File: src/rtl/bram_port_arbiter_pkg.sv
// Shared types and constants for the TEMP-buffer BRAM port arbiter.
package bram_port_arbiter_pkg;

  typedef enum logic {
    IDLE  = 1'b0,
    GRANT = 1'b1
  } arb_state_t;

  localparam int BRAM_DATA_W = 32;
  localparam int BRAM_BE_W   = 4;

  // Index width that never collapses to zero bits, even for n <= 2.
  function automatic int idx_w(input int n);
    return (n <= 2) ? 1 : $clog2(n);
  endfunction

endpackage

File: src/rtl/bram_port_arbiter_rr_picker.sv
// Round-robin picker: first asserted request scanning from ptr upward, modulo NREQ.
module rr_picker #(
  parameter int NREQ  = 3,
  parameter int IDX_W = 2
) (
  input  logic [NREQ-1:0]  req,
  input  logic [IDX_W-1:0] ptr,
  output logic [IDX_W-1:0] idx,
  output logic             found
);

  int cand;

  // Scan offsets from the far end so the lowest offset from ptr wins.
  always_comb begin
    idx   = '0;
    found = 1'b0;
    cand  = 0;
    for (int off = NREQ - 1; off >= 0; off--) begin
      cand = int'(ptr) + off;
      if (cand >= NREQ) cand = cand - NREQ;
      if (req[cand[IDX_W-1:0]]) begin
        idx   = cand[IDX_W-1:0];
        found = 1'b1;
      end
    end
  end

endmodule

File: src/rtl/bram_port_arbiter.sv
// Burst-granular round-robin arbiter sharing one BRAM port among NREQ engines,
// with a tag pipe that steers read data back to the issuing requester.
module bram_port_arbiter
  import bram_port_arbiter_pkg::*;
#(
  parameter int NREQ      = 3,
  parameter int ADDR_W    = 32,
  parameter int DATA_W    = BRAM_DATA_W,
  parameter int MAX_BURST = 16,
  parameter int RD_LAT    = 1
) (
  input  logic                        clk,
  input  logic                        rst,
  input  logic [NREQ-1:0]             req_valid,
  input  logic [NREQ*ADDR_W-1:0]      req_addr,
  input  logic [NREQ*BRAM_BE_W-1:0]   req_we,
  input  logic [NREQ*DATA_W-1:0]      req_wdata,
  input  logic [NREQ-1:0]             req_last,
  output logic [NREQ-1:0]             req_ready,
  output logic [NREQ-1:0]             rsp_valid,
  output logic [DATA_W-1:0]           rsp_rdata,
  output logic [ADDR_W-1:0]           bram_addr,
  output logic                        bram_en,
  output logic [BRAM_BE_W-1:0]        bram_we,
  output logic [DATA_W-1:0]           bram_din,
  input  logic [DATA_W-1:0]           bram_dout,
  output logic                        bram_rst,
  output logic                        busy
);

  localparam int OWN_W = idx_w(NREQ);
  localparam int CNT_W = idx_w(MAX_BURST);
  localparam logic [NREQ-1:0] ONE_HOT0 = {{(NREQ-1){1'b0}}, 1'b1};

  arb_state_t         state;
  logic [OWN_W-1:0]   owner;
  logic [OWN_W-1:0]   rr_ptr;
  logic [CNT_W-1:0]   beat_cnt;
  logic [OWN_W-1:0]   pick_idx;
  logic               pick_found;

  logic [ADDR_W-1:0]    addr_a  [NREQ];
  logic [BRAM_BE_W-1:0] we_a    [NREQ];
  logic [DATA_W-1:0]    wdata_a [NREQ];

  for (genvar k = 0; k < NREQ; k++) begin : g_slice
    assign addr_a[k]  = req_addr[k*ADDR_W +: ADDR_W];
    assign we_a[k]    = req_we[k*BRAM_BE_W +: BRAM_BE_W];
    assign wdata_a[k] = req_wdata[k*DATA_W +: DATA_W];
  end

  rr_picker #(
    .NREQ  (NREQ),
    .IDX_W (OWN_W)
  ) u_rr_picker (
    .req   (req_valid),
    .ptr   (rr_ptr),
    .idx   (pick_idx),
    .found (pick_found)
  );

  logic in_grant;
  logic fire;
  logic release_now;

  assign in_grant    = (state == GRANT);
  assign fire        = in_grant && req_valid[owner];
  assign release_now = fire && (req_last[owner] || (beat_cnt == CNT_W'(MAX_BURST - 1)));

  assign busy      = in_grant;
  assign req_ready = in_grant ? (ONE_HOT0 << owner) : '0;
  assign bram_en   = fire;
  assign bram_we   = fire ? we_a[owner] : '0;
  assign bram_addr = in_grant ? addr_a[owner] : '0;
  assign bram_din  = in_grant ? wdata_a[owner] : '0;
  assign bram_rst  = 1'b0;

  always_ff @(posedge clk or negedge rst) begin
    if (!rst) begin
      state    <= IDLE;
      owner    <= '0;
      rr_ptr   <= '0;
      beat_cnt <= '0;
    end else begin
      case (state)
        IDLE: begin
          if (pick_found) begin
            owner <= pick_idx;
            state <= GRANT;
          end
        end
        GRANT: begin
          if (release_now) begin
            state    <= IDLE;
            beat_cnt <= '0;
            rr_ptr   <= (owner == OWN_W'(NREQ - 1)) ? '0 : owner + 1'b1;
          end else if (fire) begin
            beat_cnt <= beat_cnt + 1'b1;
          end
        end
        default: state <= IDLE;
      endcase
    end
  end

  // Stage p0: tag of the beat issued this cycle; writes enter as empty slots.
  logic             vld_p0;
  logic [OWN_W-1:0] own_p0;
  logic             vld_pn [RD_LAT];
  logic [OWN_W-1:0] own_pn [RD_LAT];

  assign vld_p0 = fire && (we_a[owner] == '0);
  assign own_p0 = owner;

  always_ff @(posedge clk or negedge rst) begin
    if (!rst) begin
      for (int i = 0; i < RD_LAT; i++) vld_pn[i] <= 1'b0;
    end else begin
      vld_pn[0] <= vld_p0;
      for (int i = 1; i < RD_LAT; i++) vld_pn[i] <= vld_pn[i-1];
    end
  end

  always_ff @(posedge clk) begin
    own_pn[0] <= own_p0;
    for (int i = 1; i < RD_LAT; i++) own_pn[i] <= own_pn[i-1];
  end

  // Stage pN: tag lines up with the BRAM's registered dout.
  assign rsp_valid = vld_pn[RD_LAT-1] ? (ONE_HOT0 << own_pn[RD_LAT-1]) : '0;
  assign rsp_rdata = bram_dout;

endmodule

File: config.mk
export PLATFORM = sky130hd
export DESIGN_NAME = bram_port_arbiter
export DESIGN_NICKNAME = d
export VERILOG_FILES = /design/src/rtl/bram_port_arbiter_pkg.sv /design/src/rtl/bram_port_arbiter_rr_picker.sv /design/src/rtl/bram_port_arbiter.sv
export SDC_FILE = /design/constraint.sdc
export NUM_CORES = 1
export LEC_CHECK = 0
export ABC_AREA = 1
export BUFFER_PORTS_ARGS = -buffer_cell sky130_fd_sc_hd__buf_4
export CAP_MARGIN = 10
export CORE_AREA = 4 4 135 137
export CTS_BUF_LIST = sky130_fd_sc_hd__clkbuf_2
export DETAILED_ROUTE_END_ITERATION = 16
export DIE_AREA = 0 0 139 141
export GPL_TIMING_DRIVEN = 1
export HOLD_SLACK_MARGIN = 0.06
export REMOVE_ABC_BUFFERS = 1
export SLEW_MARGIN = 20
export SYNTH_ARGS = -nofsm -noshare
export SYNTH_HDL_FRONTEND = slang
export SYNTH_SLANG_ARGS = --single-unit
File: constraint.sdc
create_clock -name clk -period 1.71 [get_ports clk]
set_input_delay 0.0855 -clock clk [delete_from_list [all_inputs] [get_ports clk]]
set_output_delay 0.0855 -clock clk [all_outputs]
set_load 0.005 [all_outputs]
Yosys cells after proc, flatten, opt, wreduce, memory -nomap -nowiden. Memories as Yosys holds them, arrays and structs flattened. Cells that the tools add are included.

Output and inout port bits: 109. Bits in writable memories: 2. Memories kept: 1. Bits in registers: 10.

Memories: own_pn (words 1, width 2, rd ports 1, clocked after memory_dff 0, write ports 1, RTL line bram_port_arbiter.sv:110) `logic [OWN_W-1:0] own_pn [RD_LAT];`.

Add/sub/neg operators: 7. Bitwise operators: 2. Reductions and logical operators: 9. Shift operators: 2. Magnitude comparators: 8. Mux-type cells: 39. Equality and inequality tests: 2.

Operator list (number): $mux 32 (6); $bmux 32 s2 (2); $mux 4 (5); $mux 2 (7); $lt 2x3->1 const B (4); $bmux 1 s2 (5); $mux 1 (10); $bmux 4 s2 (1); $ge 3x2->1 const B (2); $mux 3 (2); $reduce_and 2->1 (3); $shl 1x2->3 const A (2); $add 4x1->4 const B (1); $eq 4x4->1 const B (1); $logic_not 4->1 (1); $sub 2x1->2 const B (2); $add 2x1->3 const B (1); $add 2x2->3 const B (1); $ge 3x3->1 const B (1); $logic_and 1x1->1 (3); $not 2->3 (1); $add 2x1->2 const B (1); $eq 2x2->1 const B (1); $ge 2x2->1 const B (1); other kinds (5) (5).

Longest topological paths before layout. Gate-level depths: netlist of run 1.

Word-level depth: 10. Depth in mapped cells: 11. Gate-level depth less buffers: 11.

By module. A second synthesis of run 1 with hierarchy kept.

Cell total of the unflattened synthesis: 525. Area, all modules: 2622.5 um^2.

By module, submodules not included: bram_port_arbiter (area an instance 2412.3 um^2, times used 1, cells each 484, seq. area each 290.3 um^2); rr_picker (area an instance 210.2 um^2, times used 1, cells each 41, seq. area each 0.0 um^2).

Worst setup path after synthesis of run 1. Ideal clock, no wire load.

Path type: flip-flop to flip-flop. Start point: reg rr_ptr[0]. End point: reg state, in the netlist busy. Required time: 1.583 ns. Path slack: 0.227 ns. Buffers on the path: 0. Stages on the path, launching flop included: 11. Arrival time: 1.355 ns. Cell sequence: dfrtp_1 inv_1 ha_1 inv_1 nand2_1 nand3_1 nand2_1 nor2_1 nand2_1 nand2_1 o21ai_0.

Longest elaborated chain between the ends: 10. Elaborated cells between the ends (all ways): 22.

Ends and longest elaborated chain: start, declared (RTL line bram_port_arbiter.sv:37) `logic [OWN_W-1:0] rr_ptr;`; start signal, assigned (RTL line bram_port_arbiter.sv:96) `rr_ptr <= (owner == OWN_W'(NREQ - 1)) ? '0 : owner + 1'b1;`; $add 2x2->3 (RTL line bram_port_arbiter_rr_picker.sv:20) `cand = int'(ptr) + off;`; $ge 3x2->1 / $sub 2x1->2 (equally long branches) (RTL line bram_port_arbiter_rr_picker.sv:21) `if (cand >= NREQ) cand = cand - NREQ;`; $mux 2 (RTL line bram_port_arbiter_rr_picker.sv:21); $bmux 1 s2 (RTL line bram_port_arbiter_rr_picker.sv:22) `if (req[cand[IDX_W-1:0]]) begin`; $mux 1 (implied by the code) (RTL line bram_port_arbiter_rr_picker.sv:22); $mux 1 (2 in series) (RTL line bram_port_arbiter_rr_picker.sv:22); $mux 1 (*) (RTL line bram_port_arbiter_rr_picker.sv:22); $mux 1 (*) (RTL line bram_port_arbiter.sv:87) `if (pick_found) begin`; $pmux 1 s2 (*) (RTL line bram_port_arbiter.sv:85) `case (state)`; end signal, assigned (RTL line bram_port_arbiter.sv:89) `state <= GRANT;`; end signal, assigned (RTL line bram_port_arbiter.sv:94) `state <= IDLE;`; end signal, assigned (RTL line bram_port_arbiter.sv:101) `default: state <= IDLE;`; end, declared (RTL line bram_port_arbiter.sv:35) `arb_state_t state;`.

Every way passes the cells marked *; elsewhere a longest branch is shown, timed or not. The select of a mux whose other input is x is not followed. A chain may end at the register's enable or synchronous reset.

Worst setup path in the final report of run 1.
Start point: reg owner[0], in the netlist own_p0[0]. End point: out bram_addr[12].

Longest elaborated chain between the ends: 5.

Ends and longest elaborated chain: start, declared (RTL line bram_port_arbiter.sv:36) `logic [OWN_W-1:0] owner;`; start signal, assigned (RTL line bram_port_arbiter.sv:88) `owner <= pick_idx;`; $not 2->3 (implied by the code) (RTL line bram_port_arbiter.sv:74) `assign bram_addr = in_grant ? addr_a[owner] : '0;`; $bmux 32 s2 (RTL line bram_port_arbiter.sv:74); $mux 32 (implied by the code) (2 in series) (RTL line bram_port_arbiter.sv:74); $mux 32 (RTL line bram_port_arbiter.sv:74); end, declared (RTL line bram_port_arbiter.sv:22) `output logic [ADDR_W-1:0] bram_addr,`.

Every way passes these cells. The select of a mux whose other input is x is not followed.

==> flow_summary.toml, run 1 <==
[status]
outcome = "complete, but fails checks"
violations = "setup timing"

[yosys]
yosys_register_bits = 12
synthDominantCellAreaShare_pct = 38.90
synth_cells = 513
synth-simple-area-share_pct = 58.18
synth_edf_count = 0
synth_cell_type_count = 28
ys_warn_count = 0
netlist_area_um2 = 2576
synthTopCellsByArea = "nand2_1, nand3_1, buf_4, dfrtp_1, inv_1"
yosys.area_share.xor_xnor_pct = 0
synth_top_family_by_area = "simple AND/OR/NAND/NOR gates"
synth_area_per_cell_um2 = 5.022
muxShareOfSynthArea_pct = 0
synth-compound-area-share_pct = 5.197
yosysSeqAreaShare_pct = 11.27
yosys.area_share.adder_pct = 2.428
async_flop_share_pct = 83.33
synthFlopType = "dfrtp_1"
yosysTopAreaCell = "nand2_1"

[die]
core_area_um2 = 17060
die_y_um = 141
rows = 48
initial_core_util_pct = 15.10
num_io_pins = 353
die_w_um = 139
dieArea_um2 = 19600

[worst_setup_path]
cp-end-kind = "output port"
critPathMaxFanout = 7
startpoint_type = "flip-flop"
cp.arrival_ps = 1660
crit_required_ps = 1620
worst-setup-path-type = "reg -> out"

[finish]
fill_cells = 1906
antennaDiodeCount = 0
seq_area_um2 = 294.0
final_nets = 1034
final_cells = 1009
multi_input_area_um2 = 1932
area_delta_synth_final_pct = 113.6
drive_gt1_share_pct = 50.26

[sta]
finalCritPeriodShare_pct = 102.2
rsz0062_at_grt = "true"
period_minus_slack_ps = 1748
drv_slew = 0
worst_slack_ps = -37.99
whs_ps = 118.8
final-setup-viol-count = 26
skew_ps = 9.403
max_freq_ghz = 0.5721
hold_viol_final = 0

[job]
cap_violations = 0

[clock_network]
numCtsBuffers = 3
tritoncts = "yes"
cts_sinks = 12
htreeDepth = 1
cts_root_buf = "clkbuf_2"
clk_pin_slew_ps = 140
clk_latency_ps = 280
clk_path_buf_depth = 2

[placement]
dp_slack_ps = 91.97
place_congestion = 0.7889
port_buffers = 287
dpl.hpwl_um = 11990
place_inst = 977

[global_routing]
antenna_found_initial = 0
grt_max_degree = 39
grt_use_total_pct = 13.36
grt_pass1_vias = 4076
grt_pass1_wl_um = 21290
grt-ovfl-total = 0

[routing]
ant_nets = 0
num_vias = 4233
vias_per_cell = 4.195
route.detailed.drc = 0
postRouteWirelength_um = 16360
first_pass_iters = 4
wl_per_cell_um = 16.21
drt_iter0_drc = 124

[pwr]
p_per_area_nw_per_um2 = 1260
peakVddDrop_mv = 0.5294
p_leak_nw = 3.162

[worst_hold_path]
hold_path.class = "in -> reg"
[critical path, cell delays in order, from the launching register on]
cell,delay (ps)
dfrtp_2,490
nor2_4,150
buf_12,170
nand2_4,60
clkinv_4,80
clkbuf_16,150
nand2_1,60
nand3_1,80
buf_4,110
[power by group]
part / total (W) / switching [W] / internal (W) / leakage, nW
Clock: 0.000159 / 0.000108 / 0.0000508 / 0.0140
Combinational: 0.00628 / 0.00304 / 0.00323 / 3.01
Sequential: 0.000500 / 0.000112 / 0.000388 / 0.142
[layout make-up]
class	count	share of cell area (%)
clock buffers	3	0.2728
clock inverters	1	0.06820
inverters	53	3.842
multi-input cells	390	35.10
flip-flops and latches	12	5.342
well taps	225	5.115
repair buffers	325	50.26
[layer usage]
metal  global-route usage [%]  part of all wire [%]  vias to the layer above  wire [µm]
li1                         -                     -                     2095          -
met1                    16.43                    41                     1883       6664
met2                    21.66                    46                      225       7533
met3                    5.834                    11                       28       1723
met4                    2.420                   2.2                        2        352
met5                    3.509                  0.52                        -         85
[cells in the mapped netlist, types with 2 or more instances]
cell type / number
ha_1: 5
buf_1: 3
clkbuf_1: 2
buf_4: 39
a31oi_1: 2
o21ai_0: 5
dfxtp_1: 2
a22oi_1: 5
buf_2: 15
dfrtp_1: 10
nor2_4: 3
nand3_1: 74
inv_1: 49
nand2_1: 267
inv_2: 3
nor2_1: 9
nand4_1: 3
a21oi_1: 7
[stage by stage]
stage,total power [W],instance area (µm²),TNS (ps),utilization [%]
after floorplan,0.002704,2190,-59630,-
after global placement,0.005455,4812,0,28.21
after detailed placement,0.005432,4812,0,28.21
after CTS,0.005740,4925,-1261,28.87
after global routing,0.007568,5504,-7424,32.27
final,0.006934,5504,-317.4,32.27
[sequential cells by signal, summed over array words and instances (netlist names)]
| signal | count |
|---|---|
| beat_cnt | 4 |
| own_p0 | 2 |
| own_pn | 2 |
| rr_ptr | 2 |
| busy | 1 |
| vld_pn | 1 |
[logic make-up (layout without fill, tap and decap cells)]
family / Yosys count / in the layout
simple gates: 361 / 362
buf+inv: 112 / 382
compound gates: 22 / 22
flops: 12 / 12
fa+ha+maj: 5 / 5
other cells: 1 / 1
[timing repair]
item                       in CTS  in global routing
pin swaps                       6                  7
cloned                          0                 13
hold buffers                    1                  0
setup buffers                   5                 10
hold endpoints to repair       10                  0
setup endpoints to repair      70                 73
gates resized for setup        12                 61
[path summary, 6_finish.rpt]
kind                             from            end  slack (ps)  cells past startpoint
setup / recovery            own_p0[0]  bram_addr[12]         -40                      8
hold / removal             req_we[10]         vld_pn         120                      4
setup reg to reg            own_p0[0]    beat_cnt[2]          90                      9
hold reg to reg             own_p0[0]   own_pn[0][0]         530                      0
max in group asynchronous         rst           busy        1380                      2
min in group asynchronous         rst      own_p0[0]         150                      2
[cells in the final DEF, fill, tap and decap left out, drive strengths merged]
| cell type | synthesis | final |
|---|---|---|
| a21oi | 7 | 7 |
| a22oi | 5 | 5 |
| a31o | 1 | 1 |
| a31oi | 2 | 2 |
| buf | 57 | 315 |
| clkbuf | 2 | 12 |
| clkinv | 1 | 3 |
| conb | 1 | 1 |
| dfrtp | 10 | 10 |
| dfxtp | 2 | 2 |
| dlygate4sd3 | 0 | 1 |
| ha | 5 | 5 |
| inv | 52 | 51 |
| nand2 | 268 | 269 |
| nand3 | 75 | 75 |
| nand4 | 3 | 3 |
| nor2 | 13 | 13 |
| nor3 | 1 | 1 |
| nor3b | 1 | 1 |
| o211ai | 1 | 1 |
| o21ai | 5 | 5 |
| o21bai | 1 | 1 |
Power figures use the tool's default switching activity.
==> inputs of run 2 (changes only) <==
--- a/config.mk
+++ b/config.mk
@@ -14,6 +14,7 @@
 export DIE_AREA = 0 0 139 141
 export GPL_TIMING_DRIVEN = 1
 export HOLD_SLACK_MARGIN = 0.06
+export PLACE_DENSITY_LB_ADDON = 0.1
 export REMOVE_ABC_BUFFERS = 1
 export SLEW_MARGIN = 20
 export SYNTH_ARGS = -nofsm -noshare
==> run 2 against run 1 <==
The flow still finishes with violations (setup timing). Fmax grew 1.3%. Highest routed layer unchanged. Register-to-register slack gained 40 ps. Sequential cell count is the same. Clock-buffer cell count is the same. First-iteration DRC count shrank 4.8%.
==> flow_summary.toml, run 2 (same netlist as run 1, synthesis figures left out) <==
[pwr]
switchingPower_w = 0.003273
p_leak_nw = 3.140
pwr-share-seq_pct = 7.1
p_per_area_nw_per_um2 = 1267
switching_share_pct = 46.89
p_comb_share_pct = 90.8
p_int_w = 0.003707
power_w = 0.006980
peakVddDrop_mv = 0.4173
pwr-share-clk_pct = 2.1

[worst_setup_path]
cp.arrival_ps = 1640
critPathBufInv = 5
worst-setup-path-type = "reg -> out"
cpMostUsedCell = "nand2_1"
startpoint_type = "flip-flop"
critPathMaxFanout = 15
cp-end-kind = "output port"
crit_required_ps = 1620
cp_top_family = "buffers and inverters"
slowest_stage = "dfrtp_2"
worstPathCellList = "inv_2, nor2_4, buf_6, clkbuf_16, nand2_1, nand3_1, nand2_1, inv_1, buf_4"
cpPeakStageDelay_ps = 480

[global_routing]
grt-ovfl-total = 0
grt_pass1_wl_um = 24580
grt_pass1_vias = 4261
antenna_found_initial = 0
grt_use_total_pct = 16.14
grt_max_degree = 31

[routing]
first_pass_iters = 4
num_vias = 4286
route.detailed.drc = 0
wl_per_cell_um = 18.63
vias_per_cell = 4.227
ant_nets = 0
postRouteWirelength_um = 18890
drt_iter0_drc = 118

[placement]
port_buffers = 287
place_congestion = 0.7848
dpl.hpwl_um = 14580
dpl_cell_area_um2 = 4827
place_inst = 979

[clock_network]
cts_sinks = 12
clk_latency_ps = 280
clk_pin_slew_ps = 130
tritoncts = "yes"
numCtsBuffers = 3
cts_root_buf = "clkbuf_2"
htreeDepth = 1
clk_path_buf_depth = 2

[worst_hold_path]
hold_path.class = "in -> reg"

[sta]
rsz0062_at_grt = "true"
worst_slack_ps = -15.96
max_freq_ghz = 0.5794
finalCritPeriodShare_pct = 100.9
skew_ps = 12.03
fin_setup_tns_ps = -57.70
final-setup-viol-count = 8
drv_slew = 0
hold_viol_final = 0
period_minus_slack_ps = 1726

[die]
die_w_um = 139
initial_core_util_pct = 15.10
dieArea_um2 = 19600
core_area_um2 = 17060
rows = 48
die_y_um = 141
num_io_pins = 353

[job]
cap_violations = 0

[finish]
fin_util_pct = 32.30
final_cells = 1014
largest_reg_flops = 4
area_delta_synth_final_pct = 113.8
final_area_um2 = 5509
layout_common_cells = "buf_4, nand2_1, nand3_1"
final_nets = 1039
drive_gt1_share_pct = 50.32
layout_commonest_cell = "buf_4"
antennaDiodeCount = 0
largest_register = "beat_cnt"

[status]
outcome = "complete, but fails checks"
violations = "setup timing"
## run 2: cell types whose count changed in the layout (fill, tap and decap cells not counted), sizes merged
cell | previous run | this run
buf | 315 | 321
inv | 51 | 52
clkinv | 3 | 2
nand2 | 269 | 268
## run 2: through the flow
step / worst slack (ps) / hold WS [ps]
final: -15.96 / 120.0
after global placement: 82.99 / -72.17
after CTS: -64.25 / 96.18
after detailed placement: 50.24 / -72.72
after floorplan: -985.5 / -210.1
after global routing: -142.6 / 125.0
## run 2: layout make-up
class                      instances  area [µm²]
fill                            1947       11550
timing repair buffer             331        2814
multi-input combinational        389        1887
sequential                        12       294.0
tap                              225       281.5
inverter                          53       214.0
clock buffer                       3       15.01
clock inverter                     1       3.754
## run 2: metal layers
metal  vias up  part of all wire, %  GRT usage, %
li1       2111                    -             -
met1      1967                   40         18.63
met2       191                   48         27.59
met3        15                  9.8         7.632
met4         2                  1.0         2.317
met5         -                 0.53         3.509
## run 2: worst paths after layout
path / startpoint / end / slack (ps) / cells past startpoint
min in group asynchronous: rst / own_p0[1] / 170 / 2
setup reg to reg: own_p0[0] / rr_ptr[0] / 130 / 11
hold / removal: req_we[6] / vld_pn / 120 / 4
max in group asynchronous: rst / beat_cnt[2] / 1380 / 2
hold reg to reg: own_p0[0] / own_pn[0][0] / 520 / 0
setup / recovery: own_p0[0] / bram_addr[23] / -20 / 9
## run 2: tightest hold or removal path, cell delays in order
cell	delay, ps
buf_4	80
a22oi_2	60
nand4_1	90
nor2_1	40
## run 2: what timing repair did
action | 4_1_cts | 5_1_grt
endpoints found under the setup margin | 71 | 74
gates cloned | 0 | 11
pin swaps | 3 | 16
resized for setup | 4 | 67
hold buffers | 1 | 0
hold endpoints to repair | 10 | 0
setup buffers | 7 | 14
## run 2: power groups by stage
stage               registers, W  clock network, W  logic (W)
global placement        0.000496                 0    0.00505
floorplan               0.000540                 0    0.00216
detailed placement      0.000499                 0    0.00504
global route            0.000513          0.000173    0.00697
finish                  0.000495          0.000149    0.00634
CTS                     0.000494          0.000156    0.00522
==> inputs of run 3 (changes only) <==
--- a/config.mk
+++ b/config.mk
@@ -5,13 +5,12 @@
 export SDC_FILE = /design/constraint.sdc
 export NUM_CORES = 1
 export LEC_CHECK = 0
-export ABC_AREA = 1
 export BUFFER_PORTS_ARGS = -buffer_cell sky130_fd_sc_hd__buf_4
 export CAP_MARGIN = 10
-export CORE_AREA = 4 4 135 137
+export CORE_AREA = 4 4 137 139
 export CTS_BUF_LIST = sky130_fd_sc_hd__clkbuf_2
 export DETAILED_ROUTE_END_ITERATION = 16
-export DIE_AREA = 0 0 139 141
+export DIE_AREA = 0 0 141 143
 export GPL_TIMING_DRIVEN = 1
 export HOLD_SLACK_MARGIN = 0.06
 export PLACE_DENSITY_LB_ADDON = 0.1
==> constraint.sdc (replaced) <==
create_clock -name clk -period 2.12 [get_ports clk]
set_input_delay 0.106 -clock clk [delete_from_list [all_inputs] [get_ports clk]]
set_output_delay 0.106 -clock clk [all_outputs]
set_load 0.005 [all_outputs]
==> run 3 against run 2 <==
The run now ends clean. First-iteration DRC count fell by 16%. Non-clock buffer count fell by 34. Synthesized cell count fell by 19%. Worst hold slack improved by 11 ps. Clock power fell by 19%. Critical endpoint is now own_p0[0]. Highest routed layer unchanged.
==> flow_summary.toml, run 3 <==
[die]
rows = 49
core_area_um2 = 17660
initial_core_util_pct = 16.72
num_io_pins = 353
dieArea_um2 = 20160
die_y_um = 143
die_w_um = 141

[clock_network]
clk_latency_ps = 270
clk_path_buf_depth = 2
clk_pin_slew_ps = 140
tritoncts = "yes"
numCtsBuffers = 3
htreeDepth = 1
cts_sinks = 12
cts_root_buf = "clkbuf_2"

[global_routing]
grt-ovfl-total = 0
antenna_found_initial = 0
grt_pass1_vias = 3741
grt_use_total_pct = 13.65
grt_max_degree = 41
grt_pass1_wl_um = 21700

[yosys]
netlist_area_um2 = 2952
synth_edf_count = 0
synthDominantCellAreaShare_pct = 23.06
synth_area_per_cell_um2 = 7.061
synthFlopType = "dfrtp_1"
yosys_register_bits = 12
yosysTopAreaCell = "mux2i_1"
synthTopCellsByArea = "mux2i_1, and2_1, o21ai_0, buf_4, nand2_1"
ys_warn_count = 0
synth_common_cells = "mux2i_1, nand2_1, and2_1"
synth_cell_type_count = 42
async_flop_share_pct = 83.33
yosysSeqAreaShare_pct = 9.835
synth_cells = 418

[status]
outcome = "finished clean"

[sta]
period_minus_slack_ps = 1979
hold_viol_final = 0
final-setup-viol-count = 0
rsz0062_at_grt = "false"
finalCritPeriodShare_pct = 93.33
max_freq_ghz = 0.5054
skew_ps = 15.75
whs_ps = 130.8
drv_slew = 0

[pwr]
power_w = 0.005184
peakVddDrop_mv = 0.5591
p_leak_nw = 2.502
p_per_area_nw_per_um2 = 1006

[finish]
layout_commonest_cell = "buf_4"
final_nets = 903
largest_reg_flops = 4
area_delta_synth_final_pct = 74.65
layout_common_cells = "buf_4, mux2i_1, nand2_1"
drive_gt1_share_pct = 48.39
largest_register = "beat_cnt"
antennaDiodeCount = 0

[routing]
route.detailed.drc = 0
num_vias = 3801
ant_nets = 0
wl_per_cell_um = 17.54
vias_per_cell = 4.310
postRouteWirelength_um = 15470
drt_iter0_drc = 99
first_pass_iters = 4

[placement]
dpl.hpwl_um = 12710
place_congestion = 0.8042
port_buffers = 287

[job]
cap_violations = 0

[worst_setup_path]
worst-setup-path-type = "reg -> reg"
crit_required_ps = 2270
startpoint_type = "flip-flop"
critPathMaxFanout = 8
cp-end-kind = "flip-flop"
cp.arrival_ps = 2130

[worst_hold_path]
hold_path.class = "in -> reg"
## run 3: path summary, 6_finish.rpt
check | slack [ps] | depth (start not counted) | end | from
setup / recovery | 140 | 6 | own_p0[0] | rr_ptr[1]
hold / removal | 130 | 4 | vld_pn | req_we[10]
setup reg to reg | 140 | 6 | own_p0[0] | rr_ptr[1]
hold reg to reg | 530 | 1 | beat_cnt[0] | beat_cnt[0]
max in group asynchronous | 1770 | 2 | own_p0[0] | rst
min in group asynchronous | 170 | 2 | beat_cnt[3] | rst
## run 3: cell families (layout without fill, tap and decap cells)
group | count (synthesis) | count (layout) | synth area share (%)
AOI/OAI and AO/OA | 86 | 86 | 17.63
adders and majority gates | 5 | 5 | 2.120
buffers and inverters | 75 | 310 | 14.84
DFF | 12 | 12 | 9.835
muxes | 77 | 77 | 26.49
other | 1 | 1 | 0.1271
and+or+nand+nor | 162 | 162 | 28.95
## run 3: power breakdown
group          internal (W)  leakage [nW]  switching, W
Clock             0.0000410        0.0140     0.0000803
Combinational       0.00249          2.35       0.00210
Sequential         0.000333         0.135      0.000137
Total               0.00286          2.50       0.00232
## run 3: cell type report
class,instances,area (µm²)
clock buffers,3,15.01
repair buffers,297,2281
multi-input cells,331,2238
inverters,9,33.78
fillers,1952,12500
flip-flops and latches,12,296.5
well taps,229,286.5
clock inverters,1,3.754
## run 3: routing by layer
layer	wire, µm	global-route usage, %	vias up	share of wire [%]
met5	98	4.067	-	0.63
met4	99	1.530	2	0.64
met3	2226	8.607	10	14
met2	7179	21.77	204	46
met1	5863	15.78	1714	38
li1	-	-	1871	-
## run 3: worst max-delay path, stage by stage, from the launching register on
cell and delay, ps:
dfrtp_1 420, inv_1 100, ha_1 330, mux2i_1 400, o31a_1 170, o31a_1 130
mux2_2 330
## run 3: stage by stage
step / utilization, % / cell area [µm²] / cells / setup slack [ps] / setup TNS [ps]
2_1_floorplan: - / 2547 / 352 / -3571 / -233090
3_3_place_gp: 28.93 / 5107 / 877 / 237.3 / 0
3_5_place_dp: 28.93 / 5107 / 877 / 188.3 / 0
4_1_cts: 29.09 / 5136 / 882 / 50.40 / 0
5_1_grt: 29.20 / 5155 / 882 / 24.36 / 0
6_report: 29.20 / 5155 / 882 / 141.4 / 0
## run 3: timing repair
action                                  4_1_cts  5_1_grt
buffers inserted                              0        0
endpoints found under the setup margin        0       11
resized for setup                             0        4
endpoints found under the hold margin        10        0
hold buffers                                  1        0
